**src/rtl/buck_top.sv**
```systemverilog
// buck_top: fixed-point forward-Euler simulator of an open-loop buck converter.
// Latency: one clock; state and all outputs update together on each rising edge.
// Backpressure: none; the model advances one time step on every clock out of reset.
module buck_top #(
  parameter int unsigned VIN        = 12,   // source voltage, integer volts (<= 15)
  parameter int unsigned PWM_PERIOD = 100,  // switching period in steps (2..255)
  parameter int unsigned DUTY       = 50,   // on-steps per period (0..PWM_PERIOD)
  parameter int unsigned K_L        = 131,  // dt/L, unsigned Q0.16
  parameter int unsigned K_C        = 655,  // dt/C, unsigned Q0.16
  parameter int unsigned K_R        = 66    // dt/(R*C), unsigned Q0.16
) (
  input  logic        clk_i,
  input  logic        rst_i,
  output logic [3:0]  v_1_o,
  output logic [15:0] v_2i_o,
  output logic [15:0] v_2d_o
);

  // Switch-node voltage when the switch conducts, in Q16.16.
  localparam logic signed [31:0] VSW_ON = {12'd0, 4'(VIN), 16'd0};

  // Coefficients zero-extended to 17-bit signed so every product is signed.
  localparam logic signed [16:0] KL_S = {1'b0, 16'(K_L)};
  localparam logic signed [16:0] KC_S = {1'b0, 16'(K_C)};
  localparam logic signed [16:0] KR_S = {1'b0, 16'(K_R)};

  // Clamp bounds for the 32-bit signed state registers.
  localparam logic signed [50:0] SAT_MAX = 51'sd2147483647;
  localparam logic signed [50:0] SAT_MIN = -51'sd2147483648;

  localparam logic [7:0] CNT_LAST = 8'(PWM_PERIOD - 1);
  localparam logic [8:0] DUTY_9   = 9'(DUTY);

  // Saturate a wide intermediate to the signed 32-bit range instead of wrapping.
  function automatic logic signed [31:0] sat32(input logic signed [50:0] x);
    logic signed [31:0] y;
    if (x > SAT_MAX) begin
      y = 32'sh7FFF_FFFF;
    end else if (x < SAT_MIN) begin
      y = 32'sh8000_0000;
    end else begin
      y = x[31:0];
    end
    return y;
  endfunction

  // State
  logic        [7:0]  r_cnt;
  logic signed [31:0] r_il;
  logic signed [31:0] r_vc;
  logic        [3:0]  r_v1;

  // Switch decision and switch-node voltage for this step.
  logic               w_sw;
  logic signed [31:0] w_vsw;

  // Inductor path: (vsw - vC) * K_L, floored by the arithmetic shift.
  logic signed [32:0] w_vdiff;
  logic signed [49:0] w_dil_prod;
  logic signed [49:0] w_dil_sh;
  logic signed [50:0] w_il_sum;
  logic signed [31:0] w_il_sat;
  logic signed [31:0] w_il_next;

  // Capacitor path: charge from old iL, discharge through the load from old vC.
  logic signed [48:0] w_ic_prod;
  logic signed [48:0] w_ic_sh;
  logic signed [48:0] w_ir_prod;
  logic signed [48:0] w_ir_sh;
  logic signed [50:0] w_vc_sum;
  logic signed [31:0] w_vc_next;

  logic        [7:0]  w_cnt_next;

  assign w_sw  = ({1'b0, r_cnt} < DUTY_9);
  assign w_vsw = w_sw ? VSW_ON : 32'sd0;

  assign w_vdiff    = {w_vsw[31], w_vsw} - {r_vc[31], r_vc};
  assign w_dil_prod = w_vdiff * KL_S;
  assign w_dil_sh   = w_dil_prod >>> 16;
  assign w_il_sum   = {{19{r_il[31]}}, r_il} + {w_dil_sh[49], w_dil_sh};
  assign w_il_sat   = sat32(w_il_sum);
  // Freewheeling diode blocks reverse current: negative results store as zero.
  assign w_il_next  = w_il_sat[31] ? 32'sd0 : w_il_sat;

  assign w_ic_prod = r_il * KC_S;
  assign w_ic_sh   = w_ic_prod >>> 16;
  assign w_ir_prod = r_vc * KR_S;
  assign w_ir_sh   = w_ir_prod >>> 16;
  assign w_vc_sum  = {{19{r_vc[31]}}, r_vc}
                   + {{2{w_ic_sh[48]}}, w_ic_sh}
                   - {{2{w_ir_sh[48]}}, w_ir_sh};
  assign w_vc_next = sat32(w_vc_sum);

  assign w_cnt_next = (r_cnt == CNT_LAST) ? 8'd0 : r_cnt + 8'd1;

  // Advance the whole circuit one Euler step from the old state; reset wipes it.
  always_ff @(posedge clk_i) begin
    if (rst_i) begin
      r_cnt <= 8'd0;
      r_il  <= 32'sd0;
      r_vc  <= 32'sd0;
      r_v1  <= 4'd0;
    end else begin
      r_cnt <= w_cnt_next;
      r_il  <= w_il_next;
      r_vc  <= w_vc_next;
      r_v1  <= w_sw ? 4'(VIN) : 4'd0;
    end
  end

  assign v_1_o  = r_v1;
  assign v_2i_o = r_vc[31:16];
  assign v_2d_o = r_vc[15:0];

endmodule

```
**config.mk**
```make
export PLATFORM = sky130hd
export DESIGN_NAME = buck_top
export DESIGN_NICKNAME = d
export VERILOG_FILES = /design/src/rtl/buck_top.sv
export SDC_FILE = /design/constraint.sdc
export NUM_CORES = 1
export LEC_CHECK = 0
export CAP_MARGIN = 5
export CORE_ASPECT_RATIO = 0.8
export CORE_UTILIZATION = 53
export DETAILED_ROUTE_END_ITERATION = 10
export PLACE_DENSITY = 0.81
export SYNTH_ARGS = -nofsm -noshare
export SYNTH_HDL_FRONTEND = slang
export SYNTH_SLANG_ARGS = --single-unit
```
**constraint.sdc**
```tcl
create_clock -name clk_i -period 11.52 [get_ports clk_i]
set_clock_uncertainty 0.2 [all_clocks]
set_input_delay 3.456 -clock clk_i [delete_from_list [all_inputs] [get_ports clk_i]]
set_output_delay 3.456 -clock clk_i [all_outputs]
set_load 0.03 [all_outputs]
```
Word level (Yosys, flattened, before mapping)
Cells that the tools add are included.
{ "word_totals": {"reg_bits": 75, "input_bits": 2, "out_inout_bits": 36, "word_cells": 28} }
{ "op_classes": {"add_sub_neg": 5, "multipliers": 3, "order_cmp": 5, "eq_ne": 1, "muxes": 6, "reduce_logical": 3} }
{ "ops": {"columns": ["operator", "count"], "rows": [
  ["$mux W32", 3],
  ["$add A32 B26 Y33", 2],
  ["$mul A33 B9 Y42 const B", 1],
  ["$mul A31 B10 Y41 const B", 1],
  ["$mul A32 B7 Y39 const B", 1],
  ["$gt A34 B32 Y1 const B", 1],
  ["$lt A34 B32 Y1 const B", 1],
  ["$sub A33 B24 Y34", 1],
  ["$gt A33 B32 Y1 const B", 1],
  ["$lt A33 B32 Y1 const B", 1],
  ["$sub A21 B32 Y33", 1],
  ["$mux W31", 1],
  ["$mux W20", 1],
  ["$add A8 B1 Y8 const B", 1],
  ["$eq A8 B7 Y1 const B", 1],
  ["$lt A8 B6 Y1 const B", 1],
  ["$reduce_or A2 Y1", 3],
  ["$mux W4", 1]
]} }

Longest topological paths before layout
Gate-level depths: netlist of run 1.
{ "logic_depth": {"depth_word": 9, "ltp_mapped": 38, "mapped_depth_nobuf": 37} }

Worst setup path before layout of run 1
Ideal clock, no wire load.
{ "synth_timing": {"path_kind": "reg2reg", "startpoint": "register r_il[14]", "endpoint": "register r_vc[23]", "t_arrival_ps": 8170, "t_required_ps": 11206, "path_slack_ps": 3037, "stages_incl_launch_ff": 34, "path_buffers": 2, "synth_period_minus_slack_ps": 8483, "cell_sequence": "dfxtp_1 > fa_1 > ha_1 > inv_1 > fa_1 > inv_1 > fa_1 > fa_1 > ha_1 > a211oi_1 > nand2_1 > a2111oi_0 > a21boi_0 > a21bo_2 > a21o_1 > a21o_1 > a21o_1 > a21oi_1 > xor2_1 > fa_1 > inv_1 > ha_1 > and3_1 > a221oi_1 > o21ai_2 > nand4_1 > a31oi_1 > a311oi_2 > nand2_1 > o311ai_1 > a211oi_2 > buf_4 > buf_6 > a21o_1"} }
{ "synth_via": {"elab_chain_len": 6, "word_cells_on_any_way": 7, "classes_between": "add/sub: 2; mul: 1; order compare: 2; mux: 2"} }
{ "synth_rtl": {"columns": ["item", "line_no", "text"], "rows": [
  ["start, declared", "49", "logic signed [31:0] r_il;"],
  ["start signal, assigned", "106", "r_il <= w_il_next;"],
  ["$mul A31 B10 Y41 *", "86", "assign w_ic_prod = r_il * KC_S;"],
  ["$add A32 B26 Y33 *", "91", "+ {{2{w_ic_sh[48]}}, w_ic_sh}"],
  ["$sub A33 B24 Y34 *", "92", "- {{2{w_ir_sh[48]}}, w_ir_sh};"],
  ["$lt A34 B32 Y1", "39", "end else if (x < SAT_MIN) begin"],
  ["$mux W32", "39", null],
  ["$mux W31 *", "37", "if (x > SAT_MAX) begin"],
  ["end signal, assigned", "107", "r_vc <= w_vc_next;"],
  ["end, declared", "50", "logic signed [31:0] r_vc;"]
]} }
Every way passes the cells marked *; elsewhere a longest branch is shown, timed or not.
A chain may end at the register's enable or synchronous reset.

Worst setup path after layout of run 1
{ "layout_timing": {"startpoint": "register r_il[12]", "endpoint": "register r_vc[27]"} }
Same word-level chain as after synthesis.

==> impl_metrics.env, run 1 <==
export IMPL_whs_ps=289.4
export IMPL_cts_root_buf="clkbuf_16"
export IMPL_synth_seq_cells=72
export IMPL_overflow=0
export IMPL_synth_top_cell_by_area="ha_1"
export IMPL_dp_hpwl_um=33580
export IMPL_max_stage_delay_ps=960
export IMPL_path_clk_slew_ps=60
export IMPL_wl_per_cell_um=16.73
export IMPL_die_h_um=162.3
export IMPL_seq_area_frac_synth_pct=8.462
export IMPL_die_x_um=202.4
export IMPL_numCtsBuffers=9
export IMPL_drive_above_1_share_pct=2.164
export IMPL_ys_warn_count=0
export IMPL_rsz0062_at_grt="false"
export IMPL_status="completed"
export IMPL_worst_pin_slew_ps=1157
export IMPL_cp_arrival_ps=10360
export IMPL_io_pins=38
export IMPL_drc=0
export IMPL_async_reset_ff_share_pct=0
export IMPL_dieArea_sq_um=32860
export IMPL_hold_viol=0
export IMPL_startpoint_type="register"
export IMPL_clock_latency_ps=360
export IMPL_placed_area_sq_um=17820
export IMPL_max_slew_margin_pct=22.70
export IMPL_hold_path_class="reg -> reg"
export IMPL_synth_area_top_cells="ha_1 32%, fa_1 19%, dfxtp_1 8.5%"
export IMPL_num_rows=58
export IMPL_grt_pass1_wl_um=66380
export IMPL_synth_cells=1906
export IMPL_wirelength_um=39500
export IMPL_h_tree_depth=3
export IMPL_syn_to_final_growth_pct=6.427
export IMPL_design_area_sq_um=18130
export IMPL_netlist_area_leader_share_pct=31.81
export IMPL_fin_setup_tns_ps=0
export IMPL_path_common_cell="fa_1"
export IMPL_setup_violations_final=0
export IMPL_start_util_pct=54.08
export IMPL_required_ps=11620
export IMPL_synth_edf_count=0
export IMPL_drt_iter0_drc=918
export IMPL_synth_area_per_cell_sq_um=8.937
export IMPL_worstPathMaxFanout=31
export IMPL_vias_per_cell=5.668
export IMPL_gp_congestion=0.9531
export IMPL_grt_antenna_before_repair=0
export IMPL_cap_violations=0
export IMPL_core_sq_um=31500
export IMPL_cts_tree="done"
export IMPL_route_vias_total=13380
export IMPL_post_route_min_period_ps=10260
export IMPL_grt_usage_pct=25.14
export IMPL_timing_final_max_slew_violations=0
export IMPL_ant_nets=0
export IMPL_first_pass_iters=5
export IMPL_syn_area_sq_um=17030
export IMPL_first_global_vias=13410
export IMPL_yosys_cell_types_count=70
export IMPL_clockBufferDepth=2
export IMPL_fin_nets=2531
export IMPL_finalCritPeriodShare_pct=89.02
export IMPL_cts_setup_buffers=0
export IMPL_crit_slowest_cell="and4_1"
export IMPL_cts_sinks=72
export IMPL_cts_resized=0
export IMPL_hold_buffers=0
export IMPL_grt_max_degree=32
export IMPL_synth_ff_type="dfxtp_1"
export IMPL_path_class="reg -> reg"
export IMPL_end_kind="register"
export IMPL_fmax_mhz=97.51
export IMPL_portBuffers=35
export IMPL_diodes=0
-- state kept, by name, indices dropped and copies added, names as in the netlist --
signal,cells
r_cnt,8
r_il,31
r_vc,32
v_1_o,1
-- worst max-delay path, delay by kind of cell (launching register included) --
kind	cells	cell delay (ps)
AOI/OAI and AO/OA	15	4370
adders and majority gates	8	3360
and+or+nand+nor	4	1510
DFF	1	580
buffers and inverters	3	140
-- layout by cell type (no fill, tap or decap), types with 7 or more instances in the layout --
cell type	synthesis	final
a21oi_1	142	142
clkbuf_16	0	9
nor3_1	34	34
a31oi_1	8	8
nor2b_1	13	13
nor2_1	82	82
nand3_1	30	30
nand2b_1	24	24
ha_1	433	433
dfxtp_1	72	72
a211oi_1	14	14
o211ai_1	10	10
nand2_1	78	78
a21boi_0	8	8
fa_1	160	160
clkdlybuf4s50_1	0	35
xnor2_1	94	93
and2_1	11	11
o21bai_1	11	11
nand4_1	12	12
or3_1	8	8
o21ai_0	62	62
xor2_1	55	55
o21a_1	21	21
and3_1	7	7
a21o_1	75	75
nor4_1	8	8
inv_1	325	325
-- through the flow --
stage | setup WS [ps] | util, % | instances
after floorplan | 3037 | - | 1907
after global placement | 1676 | 56.59 | 2345
after detailed placement | 1368 | 56.59 | 2345
after CTS | 1271 | 57.56 | 2361
after global routing | 594.0 | 57.56 | 2361
final | 1265 | 57.56 | 2361
-- logic make-up after synthesis --
kind of cell               count (synthesis)  synth area share, %
adders and majority gates                593                50.61
xor gates and xnor gates                 149                7.661
other                                      1              0.02202
and+or+nand+nor                          332                9.667
AOI/OAI and AO/OA                        415                15.76
buffers and inverters                    344                7.815
DFF                                       72                8.462
-- final cells by class --
class                   count  area, sq um
multi-input cells        1491        14270
fillers                  2810        13370
flip-flops and latches     72         1441
inverters                 325         1220
well taps                 420        525.5
repair buffers             37        365.4
clock buffers              10        239.0
clock inverters             6        65.06
-- metal layers --
layer	vias to the layer above	global-route usage (%)	wire length, um
met1	6373	35.49	19090
li1	6607	-	-
met4	0	7.245	962
met3	55	4.102	2145
met5	-	0	0
met2	347	39.55	17290
-- Yosys cell counts, types with 7 or more instances --
library cell / count
fa_1: 160
nand3_1: 30
and3_1: 7
a31oi_1: 8
nand2_1: 78
o211ai_1: 10
inv_1: 325
a21oi_1: 142
ha_1: 433
dfxtp_1: 72
nand2b_1: 24
nand4_1: 12
a21boi_0: 8
o21bai_1: 11
buf_4: 7
nor2_1: 82
or3_1: 8
xor2_1: 55
and2_1: 11
o21ai_0: 62
xnor2_1: 94
nor3_1: 34
nor4_1: 8
nor2b_1: 13
a21o_1: 75
o21a_1: 21
a211oi_1: 14
-- path summary, 6_finish.rpt --
| path | depth (start not counted) | endpoint | start | slack (ps) |
|---|---|---|---|---|
| max | 30 | r_vc[27] | r_il[12] | 1260 |
| min | 1 | r_cnt[0] | r_cnt[0] | 290 |
| max reg2reg | 30 | r_vc[27] | r_il[12] | 1260 |
| min reg2reg | 1 | r_cnt[0] | r_cnt[0] | 290 |
Power of run 1 is left out: the tool's default activity adds up to more than one toggle a clock period on the data nets, which glitch-free logic cannot reach.
==> run 2, diff against run 1 <==
--- a/config.mk
+++ b/config.mk
@@ -5,7 +5,7 @@
 export SDC_FILE = /design/constraint.sdc
 export NUM_CORES = 1
 export LEC_CHECK = 0
-export CAP_MARGIN = 5
+export CAP_MARGIN = 30
 export CORE_ASPECT_RATIO = 0.8
 export CORE_UTILIZATION = 53
 export DETAILED_ROUTE_END_ITERATION = 10
==> impl_metrics.env, run 2 (synthesized netlist as in run 1, its figures left out) <==
export IMPL_io_pins=38
export IMPL_final_cell_mix="433 x ha_1, 325 x inv_1, 160 x fa_1"
export IMPL_num_rows=58
export IMPL_die_h_um=162.3
export IMPL_hold_viol=0
export IMPL_syn_to_final_growth_pct=6.846
export IMPL_portBuffers=35
export IMPL_placement_setup_worst_slack_ps=1794
export IMPL_worstPathMaxFanout=29
export IMPL_dp_hpwl_um=33540
export IMPL_finalWorstSetupSlack_ps=1736
export IMPL_diodes=0
export IMPL_required_ps=11630
export IMPL_route_vias_total=13380
export IMPL_cap_violations=0
export IMPL_max_stage_delay_ps=830
export IMPL_post_route_min_period_ps=9784
export IMPL_reg_top3="r_vc: 32 flops, r_il: 31 flops, r_cnt: 8 flops"
export IMPL_hold_path_class="reg -> reg"
export IMPL_cts_sinks=72
export IMPL_cp_endpoint="r_vc[19]"
export IMPL_rr_startpoint="r_il[12]"
export IMPL_n_fill_cell=2789
export IMPL_critPathLaunch="r_il[12]"
export IMPL_cts_tree="done"
export IMPL_die_x_um=202.4
export IMPL_clock_latency_ps=360
export IMPL_clockBufferDepth=2
export IMPL_start_util_pct=54.08
export IMPL_grt_max_degree=32
export IMPL_hold_buffers=0
export IMPL_core_sq_um=31500
export IMPL_drc=0
export IMPL_grt_usage_pct=25.32
export IMPL_numCtsBuffers=9
export IMPL_regToRegSetupSlack_ps=1740
export IMPL_status="completed"
export IMPL_worst_pin_slew_ps=891.8
export IMPL_gp_congestion=0.9531
export IMPL_grt_antenna_before_repair=0
export IMPL_h_tree_depth=3
export IMPL_grt_pass1_wl_um=67160
export IMPL_top_register="r_vc"
export IMPL_overflow=0
export IMPL_wl_per_cell_um=16.75
export IMPL_fin_setup_tns_ps=0
export IMPL_path_common_cell="fa_1"
export IMPL_cts_root_buf="clkbuf_16"
export IMPL_drt_iter0_drc=909
export IMPL_first_pass_iters=6
export IMPL_r2r_end="r_vc[19]"
export IMPL_holdPathStages=1
export IMPL_first_global_vias=13460
export IMPL_max_slew_margin_pct=40.12
export IMPL_timing_final_max_slew_violations=0
export IMPL_path_class="reg -> reg"
export IMPL_cp_arrival_ps=9890
export IMPL_wirelength_um=39570
export IMPL_multi_input_area_sq_um=14270
export IMPL_regArea_sq_um=1441
export IMPL_fmax_mhz=102.2
export IMPL_largest_reg_flops=32
export IMPL_drive_above_1_share_pct=2.265
export IMPL_startpoint_type="register"
export IMPL_crit_slowest_cell="o41ai_1"
export IMPL_final_common_cell="ha_1"
export IMPL_path_clk_slew_ps=70
export IMPL_cts_setup_buffers=0
export IMPL_dieArea_sq_um=32860
export IMPL_fin_nets=2533
export IMPL_ant_nets=0
export IMPL_vias_per_cell=5.662
export IMPL_cts_resized=0
export IMPL_setup_violations_final=0
export IMPL_reg2regPathDepth=32
export IMPL_end_kind="register"
export IMPL_rsz0062_at_grt="false"
export IMPL_finalCritPeriodShare_pct=84.93
[run 2: cell count changes in the layout (fill, tap and decap cells not counted), sizes merged]
| cell | change |
|---|---|
| clkinv | +1 |
| clkbuf | -1 |
| bufinv | +1 |
| buf | +2 |
| inv | -1 |
[run 2: worst min-delay path by stage]
| stage | slack [ps] | start | end |
|---|---|---|---|
| finish | 290 | r_cnt[0] | r_cnt[0] |
| global route | 320 | r_cnt[0] | r_cnt[0] |
| CTS | 290 | r_cnt[0] | r_cnt[0] |
| detailed placement | 280 | r_cnt[0] | r_cnt[0] |
| global placement | 240 | r_cnt[0] | r_cnt[0] |
| floorplan | 230 | r_cnt[0] | r_cnt[0] |
[run 2: through the flow]
stage          util (%)  instance area [sq um]  instances  hold WS (ps)
6_report          57.79                  18200       2363         289.4
3_5_place_dp      56.77                  17880       2347         280.0
2_1_floorplan         -                  17040       1907         226.4
5_1_grt           57.79                  18200       2363         317.5
3_3_place_gp      56.59                  17820       2345         238.6
4_1_cts           57.79                  18200       2363         286.0
[run 2: metal layers]
layer  vias up  global-route usage [%]  share of wire (%)
met4         0                   6.152                1.9
met2       350                   40.75                 45
met3        63                   3.721                5.3
li1       6609                       -                  -
met1      6358                   35.69                 48
met5         -                       0                  0
[run 2: critical path: cells and delay by family, from the launching register on]
kind / cells / cell delay, ps
AOI/OAI and AO/OA: 17 / 4580
adders and majority gates: 8 / 3290
DFF: 1 / 580
buffers and inverters: 4 / 490
and+or+nand+nor: 2 / 340
xor gates and xnor gates: 1 / 240
[run 2: cell type report]
type                            instances  share of cell area, %
Tap cell                              420                  2.887
Timing Repair Buffer                   39                  2.310
Sequential cell                        72                  7.920
Multi-Input combinational cell       1491                  78.42
Clock inverter                          7                 0.5225
Inverter                              325                  6.703
Clock buffer                            9                  1.237
Power of run 2 is left out for the same reason.
